[src/rtl/bitcell_mem_pkg.sv]
// bitcell_mem_pkg: shared FSM state type and request-type encodings
package bitcell_mem_pkg;
  typedef enum logic [1:0] {IDLE, ACCESS, RESP} state_e;
  localparam logic RW_READ  = 1'b1;
  localparam logic RW_WRITE = 1'b0;
endpackage

[src/rtl/bitcell_mem_array.sv]
// bitcell_mem_array: 2^ADDR_W x DATA_W word storage
//   clk, rst_n        : clock, asynchronous active-low clear of every word
//   we_i/waddr_i/wdata_i : synchronous write port
//   raddr_i -> rdata_o   : combinational read port
module bitcell_mem_array #(
  parameter int ADDR_W = 2,
  parameter int DATA_W = 4
) (
  input  logic              clk,
  input  logic              rst_n,
  input  logic              we_i,
  input  logic [ADDR_W-1:0] waddr_i,
  input  logic [DATA_W-1:0] wdata_i,
  input  logic [ADDR_W-1:0] raddr_i,
  output logic [DATA_W-1:0] rdata_o
);
  logic [(1<<ADDR_W)-1:0][DATA_W-1:0] mem_q;
  always_ff @(posedge clk or negedge rst_n)
    if (!rst_n) mem_q <= '0;
    else if (we_i) mem_q[waddr_i] <= wdata_i;
  assign rdata_o = mem_q[raddr_i];
endmodule

[src/rtl/bitcell_mem_responder.sv]
// bitcell_mem_responder: serialized multi-cycle read/write responder over a bitcell word array
//   clk, rst_n                  : clock, asynchronous active-low reset
//   valid_i/rw_i/addr_i/wdata_i : request (rw_i 1 = read, 0 = write)
//   ready_o                     : request can be accepted (IDLE)
//   resp_valid_o                : one-cycle completion pulse (RESP)
//   rdata_o                     : last read word, held across writes
module bitcell_mem_responder
  import bitcell_mem_pkg::*;
#(
  parameter int ADDR_W  = 2,
  parameter int DATA_W  = 4,
  parameter int ACC_CYC = 2
) (
  input  logic              clk,
  input  logic              rst_n,
  input  logic              valid_i,
  input  logic              rw_i,
  input  logic [ADDR_W-1:0] addr_i,
  input  logic [DATA_W-1:0] wdata_i,
  output logic              ready_o,
  output logic              resp_valid_o,
  output logic [DATA_W-1:0] rdata_o
);
  localparam int CW = $clog2(ACC_CYC + 1);
  localparam logic [CW-1:0] LAST = CW'(ACC_CYC - 1);
  state_e            state_q;
  logic              rw_q;
  logic [ADDR_W-1:0] addr_q;
  logic [DATA_W-1:0] wdata_q;
  logic [DATA_W-1:0] rdata_q;
  logic [CW-1:0]     cnt_q;
  logic [DATA_W-1:0] mem_rdata;
  logic              done;
  // the access completes on the edge where the counter reaches its last value
  assign done = state_q == ACCESS && cnt_q == LAST;
  bitcell_mem_array #(.ADDR_W(ADDR_W), .DATA_W(DATA_W)) u_array (
    .clk     (clk),
    .rst_n   (rst_n),
    .we_i    (done && rw_q == RW_WRITE),
    .waddr_i (addr_q),
    .wdata_i (wdata_q),
    .raddr_i (addr_q),
    .rdata_o (mem_rdata)
  );
  always_ff @(posedge clk or negedge rst_n)
    if (!rst_n) begin
      state_q <= IDLE;
      rw_q    <= 1'b0;
      addr_q  <= '0;
      wdata_q <= '0;
      rdata_q <= '0;
      cnt_q   <= '0;
    end else begin
      case (state_q)
        IDLE: if (valid_i) begin
          rw_q    <= rw_i;
          addr_q  <= addr_i;
          wdata_q <= wdata_i;
          cnt_q   <= '0;
          state_q <= ACCESS;
        end
        ACCESS: begin
          cnt_q <= cnt_q + 1'b1;
          if (done) begin
            state_q <= RESP;
            if (rw_q == RW_READ) rdata_q <= mem_rdata;
          end
        end
        default: state_q <= IDLE;
      endcase
    end
  assign ready_o      = state_q == IDLE;
  assign resp_valid_o = state_q == RESP;
  assign rdata_o      = rdata_q;
endmodule

[config.mk]
export PLATFORM = sky130hd
export DESIGN_NAME = bitcell_mem_responder
export DESIGN_NICKNAME = d
export VERILOG_FILES = /design/src/rtl/bitcell_mem_pkg.sv /design/src/rtl/bitcell_mem_array.sv /design/src/rtl/bitcell_mem_responder.sv
export SDC_FILE = /design/constraint.sdc
export NUM_CORES = 1
export LEC_CHECK = 0
export CAP_MARGIN = 0
export CORE_MARGIN = 1
export CORE_UTILIZATION = 55
export DETAILED_ROUTE_END_ITERATION = 6
export GPL_TIMING_DRIVEN = 0
export PLACE_DENSITY = 0.91
export SLEW_MARGIN = 30
export SYNTH_ARGS = -nofsm -noshare
export SYNTH_HDL_FRONTEND = slang
export SYNTH_SLANG_ARGS = --single-unit
[constraint.sdc]
create_clock -name clk -period 3.2 [get_ports clk]
set_input_delay 0.8 -clock clk [delete_from_list [all_inputs] [get_ports clk]]
set_output_delay 0.8 -clock clk [all_outputs]
set_load 0.03 [all_outputs]
After elaboration in Yosys (flattened, before gate mapping)
Cells that the tools add are included.
{"block": "classes", "shift": 0, "add_sub_neg": 1, "n_mul": 0, "n_eq_ne": 5, "order_cmp": 2, "reduce_logical": 9, "bitwise_logic": 1, "div_mod_pow": 0, "muxes": 10}
{"cell": "16-bit bitwise mux", "n": 1}
{"cell": "4-bit binary-select mux with 2-bit select", "n": 1}
{"cell": "4-bit demux with 2-bit select", "n": 1}
{"cell": "4-bit 2-to-1 mux", "n": 2}
{"cell": "2-bit case mux with 2 select lines", "n": 2}
{"cell": "2-bit 2-to-1 mux", "n": 3}
{"cell": "2-bit AND reduction", "n": 3}
{"cell": "2-bit by 1-bit == test with 1-bit output (second input constant)", "n": 2}
{"cell": "2-bit != test (second input constant)", "n": 2}
{"cell": "1-bit logical AND", "n": 3}
{"cell": "2-bit by 3-bit < comparator with 1-bit output (second input constant)", "n": 1}
{"cell": "3-bit AND reduction", "n": 1}
{"cell": "2-bit by 1-bit adder with 2-bit output (second input constant)", "n": 1}
{"cell": "2-bit == test (second input constant)", "n": 1}
{"cell": "2-bit by 1-bit >= comparator with 1-bit output (second input constant)", "n": 1}
{"cell": "2-bit logical NOT", "n": 1}
{"cell": "2-bit nonzero test", "n": 1}
{"cell": "1-bit NOT", "n": 1}
{"block": "totals", "ram_bits": 0, "out_inout_bits": 6, "latch_bits": 0, "regBits": 31, "word_cells": 38, "mem_bits_ro": 0, "n_memories": 0}

Longest topological paths before layout
Gate-level depths: netlist of run 1.
{"block": "logic_depth", "word_depth": 5, "depth_mapped": 6}

By module
From an unflattened synthesis of run 1, not the netlist that was laid out.
{"block": "hier_totals", "cells_unflattened": 84, "hier_area_um2": 1357.6}
{"module": "bitcell_mem_array", "area_each_um2": 713.2, "seq_area_each_um2": 400.4, "cells_per_inst": 40, "n_inst": 1}
{"module": "bitcell_mem_responder", "area_each_um2": 644.4, "seq_area_each_um2": 375.4, "cells_per_inst": 44, "n_inst": 1}

Least setup slack after synthesis of run 1
No wires, ideal clock.
{"block": "synth_timing", "kind": "register to register", "startpoint": "register state_q[1]", "endpoint": "register addr_q[0]", "path_buffers": 1, "required_ps": 3075, "setup_ps": 125, "path_slack_ps": 1513, "stages_incl_launch_ff": 5, "arrival_time_ps": 1562, "cell_sequence": "dfrtp_1 -> nor2_1 -> and2_1 -> buf_2 -> mux2_2"}
{"block": "synth_via", "elab_chain_len": 2}
{"item": "start, declared", "line_no": "bitcell_mem_responder.sv:26", "source": "state_e state_q;"}
{"item": "start signal, assigned", "line_no": "bitcell_mem_responder.sv:47", "source": "state_q <= IDLE;"}
{"item": "start signal, assigned", "line_no": "bitcell_mem_responder.sv:60", "source": "state_q <= ACCESS;"}
{"item": "start signal, assigned", "line_no": "bitcell_mem_responder.sv:65", "source": "state_q <= RESP;"}
{"item": "2-bit logical NOT"}
{"item": "named net ready_o", "line_no": "bitcell_mem_responder.sv:20", "source": "output logic ready_o,"}
{"item": "2-bit AND reduction (no line)"}
{"item": "end signal, assigned", "line_no": "bitcell_mem_responder.sv:57", "source": "addr_q <= addr_i;"}
{"item": "end, declared", "line_no": "bitcell_mem_responder.sv:28", "source": "logic [ADDR_W-1:0] addr_q;"}
The timed path passes the listed nets, and every way through them passes these cells.
A chain may end at the register's enable or synchronous reset.

Worst setup path after layout of run 1
{"block": "layout_timing", "startpoint": "register state_q[0]", "endpoint": "output port resp_valid_o"}
{"block": "layout_via", "elab_chain_len": 1}
{"item": "2-bit == test", "line_no": "bitcell_mem_responder.sv:73", "source": "assign resp_valid_o = state_q == RESP;"}
{"item": "end, declared", "line_no": "bitcell_mem_responder.sv:21", "source": "output logic resp_valid_o,"}
No other way between the ends.

==> results of run 1 <==
==> worst max-delay path by stage <==
stage | cells past startpoint | slack (ps) | to
2_1_floorplan | 4 | 1510 | addr_q[0]
3_3_place_gp | 1 | 840 | cnt_q[0]
3_5_place_dp | 4 | 1050 | rw_q
4_1_cts | 2 | 690 | resp_valid_o
5_1_grt | 2 | 650 | resp_valid_o
6_report | 2 | 720 | resp_valid_o
==> cell type report <==
cell class | count | area (um2)
Buffer | 4 | 18.8
Clock buffer | 5 | 37.5
Clock inverter | 3 | 15.0
Fill cell | 172 | 681
Inverter | 2 | 7.51
Multi-Input combinational cell | 51 | 539
Sequential cell | 31 | 776
Tap cell | 28 | 35.0
Timing Repair Buffer | 15 | 145
==> per-layer routing <==
| metal | track usage [%] | vias up | wire, um |
|---|---|---|---|
| met3 | 6.25 | 8 | 64 |
| li1 | - | 356 | - |
| met5 | 0 | - | 0 |
| met4 | 14.9 | 0 | 66 |
| met2 | 38.1 | 13 | 1220 |
| met1 | 24.6 | 404 | 971 |
==> power breakdown <==
group | switching (uW) | total (uW) | leakage, uW | internal (uW)
sequential | 130 | 700 | 0.000390 | 570
combinational | 241 | 582 | 0.000294 | 340
clock | 133 | 215 | 0.0000347 | 81.5
total | 505 | 1500 | 0.000719 | 991
==> metrics by stage <==
step | utilization (%) | hold slack (ps)
3_5_place_dp | 67.5 | 489
5_1_grt | 69.8 | 525
6_report | 69.8 | 485
4_1_cts | 69.8 | 493
3_3_place_gp | 67.7 | 467
2_1_floorplan | - | 450
==> flip-flops by register name, indices dropped and copies added, names as in the netlist <==
name	count
u_array.mem_q	16
rdata_o	4
wdata_q	4
addr_q	2
cnt_q	2
state_q	2
rw_q	1
==> Yosys cell counts (all sizes together) <==
cell | number | share of area (%)
nor2 | 3 | 0.84
o21ai | 2 | 0.75
dfrtp | 31 | 58
inv | 2 | 0.56
ha | 1 | 0.93
buf | 3 | 1.1
nand3b | 2 | 1.1
or2b | 1 | 0.56
nor4bb | 1 | 1.9
and3 | 1 | 0.47
clkbuf | 1 | 0.28
mux2 | 27 | 23
nand2 | 4 | 1.1
o21bai | 1 | 0.56
mux2i | 1 | 0.75
and2b | 1 | 0.65
mux4 | 4 | 6.7
and2 | 1 | 0.47
and3b | 1 | 0.75
==> kinds of logic after synthesis <==
group,Yosys count,synth area share (%)
adder cells (fa/ha/maj),1,0.933
buffers and inverters,6,1.96
AND/OR/NAND/NOR,15,7.84
multiplexers,32,30.1
AO/OA/AOI/OAI,3,1.31
flip-flops,31,57.8
==> cells in the final DEF (no fill, tap or decap), drive strengths merged, types with 2 or more instances in the layout <==
cell	Yosys	routed
buf	3	4
clkbuf	1	6
clkdlybuf4s50	0	14
clkinv	0	3
dfrtp	31	31
inv	2	2
mux2	27	27
mux4	4	4
nand2	4	4
nand3b	2	2
nor2	3	3
o21ai	2	2
==> metrics.txt, run 1 <==
row cnt=17; total negative setup slack=0 ps; clock buffer depth=2; final net count=121; Yosys warnings=0; max-cap viol count=0; Resized Gates After CTS=0; minimum clock period=2480 ps; RSZ-0062 raised after global routing=false; largest net degree at the start of global routing=32; syn_area_per_cell=15.2 um2; Max stage delay on crit path=660 ps; 1st-iter DRT viols=6; number of global-route vias before repair=835; pwr/cell area=950 nW/um2; total congestion overflow after global routing=0; Clock Skews=5.25 ps; TritonRoute pass-1 iters=4; vias per cell=5.62; post-cts hold buffer count=0; Post-Place Setup Slack=1050 ps; CTS Root Cell=clkbuf_4; CTS buffer count=5; GPL Wtd Cong=0.753; n_diodes=0; share of cells above drive strength 1=41.4%; Design Area, Final=1570 um2; clk_lat worst skew=340 ps; Post-Syn Area=1340 um2; initial core utilization=59.5%; Final period util=77.6%; family with the most delay on the worst path=buffers and inverters; total track usage=22.6%; Reg-to-Reg Start=cnt_q[1]; CP Launch Type=flop; Tightest Pin Transition=660 ps; final hold vios=0; DRC Markers=0; CP endpoint kind=output port; vias=781; Setup-failing EPs final=0; fmax=0.402 GHz; HPWL after DPL=1590 um; overall die width=51.4 um; CP max stage cell=clkdlybuf4s50_1; Layout Cells excl Fill=139; die area=2640 um2; first-pass GRT wire length=3960 um; status=complete, no violations; drt wl/cell=16.7 um; Final Max Tran Viols=0; CTS tree=done; Setup CP Type=reg -> out; Core Box Area=2250 um2; clk sinks=31; Placed Cells incl. Taps=131; Port Buffers=15; Max-slew headroom=56.0%; initial antenna violation count=0; final worst setup slack=715 ps; WP data required=2400 ps; Post-DRT Antenna Nets=0; CTS H-tree depth=2; r2r endpoint=u_array.mem_q[13]; crit path cell chain=and2b_2 -> clkdlybuf4s50_1; r2r worst-path depth=6; Synth-to-Final Area Change=17.4%; Die Height=51.4 um; Setup crit start=state_q[0]; Hold Path Class=in -> async; drt total wl=2330 um; Peak supply drop=0.000625 V; r2r setup slk=1350 ps; clock-pin slew on the worst setup and hold paths=100 ps; sequential area share after synthesis=57.8%; total power=1500 uW; Bufs and invs on worst path=1; # Post-CTS Setup Buffers=0; Synthesized Nets=99; CP arrival=1680 ps; cells after synthesis=88; Cell Area, Placed=1520 um2; synthesized flop and latch total=31; post-synthesis cell type count=19; Max Fanout on Critical Path=7; Top Ports=16; leakage=0.000719 uW
(Power assumes the default switching activity.)
==> inputs of run 2 (changes only) <==
- CORE_UTILIZATION: 55 -> 48
- PLACE_DENSITY: 0.91 -> 0.85
- clock period: 3.2 -> 2.1 ns (I/O delays scaled with it)
==> run 2 against run 1 <==
  * Sequential power up 51%
  * Combinational power grew 50%
  * Core utilization is 7.9 points lower
  * Largest cell class unchanged
  * Highest routed layer unchanged
==> metrics.txt, run 2 (synthesized netlist as in run 1, its figures left out) <==
final worst setup slack=191 ps (-524 ps); minimum clock period=1910 ps; number of global-route vias before repair=819 (-1.9%); Max-slew headroom=55.6% (-0.40 points); GPL Wtd Cong=0.762 (+1.1%); Max stage delay on crit path=460 ps (-200 ps); Post-DRT Antenna Nets=0 (unchanged); Final Max Tran Viols=0 (unchanged); max-cap viol count=0 (unchanged); total track usage=19.6% (-3.0 points); WP data required=1570 ps (-830 ps); max FFs per register=16 (unchanged); FF+latch area=776 um2 (unchanged); overall die width=54.9 um (+6.8%); HPWL after DPL=1600 um (+0.59%); drt wl/cell=15.7 um (-6.4%); fmax=0.524 GHz; share of cells above drive strength 1=40.5% (-0.90 points); Core Box Area=2570 um2 (+14%); Max Fanout on Critical Path=7 (unchanged); Setup CP Type=reg -> out; final net count=121 (unchanged); clk sinks=31 (unchanged); CP endpoint kind=output port; Hold Path Class=in -> async; family with the most delay on the worst path=flip-flops; RSZ-0062 raised after global routing=false; initial antenna violation count=0 (unchanged); largest net degree at the start of global routing=32 (unchanged); vias=755 (-3.3%); Synth-to-Final Area Change=18.6%; Multi-input gate area=539 um2 (unchanged); Post-Place Setup Slack=272 ps (-776 ps); row cnt=18 (+1); initial core utilization=52.2% (-7.2 points); fillcell total=228 (+33%); CTS Root Cell=clkbuf_4; leakage=0.000729 uW (+1.4%); Top reg by flops=u_array.mem_q; Bufs and invs on worst path=1 (unchanged); commonest non-fill, non-tap cell in the layout=dfrtp_1; die area=3010 um2 (+14%); CTS tree=done; Top Ports=16 (unchanged); CTS H-tree depth=2 (unchanged); total power=2320 uW (+55%); CP max stage cell=dfrtp_1; CP arrival=1380 ps (-300 ps); Setup-failing EPs final=0 (unchanged); Clock Skews=5.10 ps (-0.156 ps); clock-pin slew on the worst setup and hold paths=90 ps (about the same); TritonRoute pass-1 iters=4 (unchanged); Peak supply drop=0.000903 V (+44%); Layout Cells excl Fill=141 (+1.4%); drt total wl=2210 um (-5.1%); Die Height=54.9 um (+6.8%); # Post-CTS Setup Buffers=0 (unchanged); Resized Gates After CTS=2 (+2); CTS buffer count=5 (unchanged); Port Buffers=15 (unchanged); final hold vios=0 (unchanged); total congestion overflow after global routing=0 (unchanged); vias per cell=5.35 (-4.7%); 1st-iter DRT viols=9 (+3); status=complete, no violations; total negative setup slack=0 ps (unchanged); DRC Markers=0 (unchanged); pwr/cell area=1460 nW/um2 (+53%); CP Launch Type=flop; crit path cell chain=and2b_2 -> dlygate4sd2_1; clk_lat worst skew=320 ps (-20 ps); Final period util=90.9%; n_diodes=0 (unchanged); most frequent cells in the layout=dfrtp_1 (31), mux2_2 (27), clkdlybuf4s50_1 (12); Tightest Pin Transition=666 ps (+5.95 ps); first-pass GRT wire length=3800 um (-4.2%); post-cts hold buffer count=0 (unchanged); Placed Cells incl. Taps=133 (+1.5%); clock buffer depth=2 (unchanged)
[run 2: changes by cell type in the layout (fill, tap and decap cells not counted)]
cell	before	now
clkdlybuf4s50_1	14	12
clkbuf_8	0	2
clkinv_2	3	0
clkbuf_1	1	2
dlygate4sd2_1	0	2
[run 2: metal layers]
metal  wire (um)  track usage, %
met5           0               0
met4          21            6.41
met3          81            9.44
met2        1150            31.1
met1         955            23.2
[run 2: layout make-up]
cell class / count / share of cell area (%)
multi-input combinational: 51 / 33.9
timing repair buffer: 15 / 8.97
tap: 30 / 2.36
buffer: 4 / 1.18
sequential: 31 / 48.8
inverter: 2 / 0.472
clock buffer: 8 / 4.33
[run 2: through the flow]
step / cell area [um2] / util, % / hold slack, ps
after floorplan: 1340 / - / 229
after global placement: 1530 / 59.6 / 467
after global routing: 1590 / 61.9 / 269
after CTS: 1590 / 61.9 / 242
final: 1590 / 61.9 / 232
after detailed placement: 1520 / 59.4 / 486
[run 2: report_power, final]
| part | internal (uW) | leakage (uW) | switching [uW] |
|---|---|---|---|
| sequential | 869 | 0.000390 | 192 |
| combinational | 509 | 0.000300 | 364 |
| clock | 197 | 0.0000386 | 188 |
[run 2: worst register-to-register path: cells and delay by family, from the launching register on]
family | cells | cell delay (ps)
adders and majority gates | 1 | 200
buffers and inverters | 2 | 230
and+or+nand+nor | 2 | 560
DFF | 1 | 390
muxes | 1 | 350
[run 2: path summary, 6_finish.rpt]
kind	cells past startpoint	slack [ps]	end	start
max in group asynchronous	1	1440	rdata_o[1]	rst_n
min reg2reg	2	510	cnt_q[1]	cnt_q[1]
max reg2reg	6	280	u_array.mem_q[15]	cnt_q[1]
min	1	230	wdata_q[2]	rst_n
min in group clk	2	510	cnt_q[1]	cnt_q[1]
max	2	190	resp_valid_o	state_q[0]
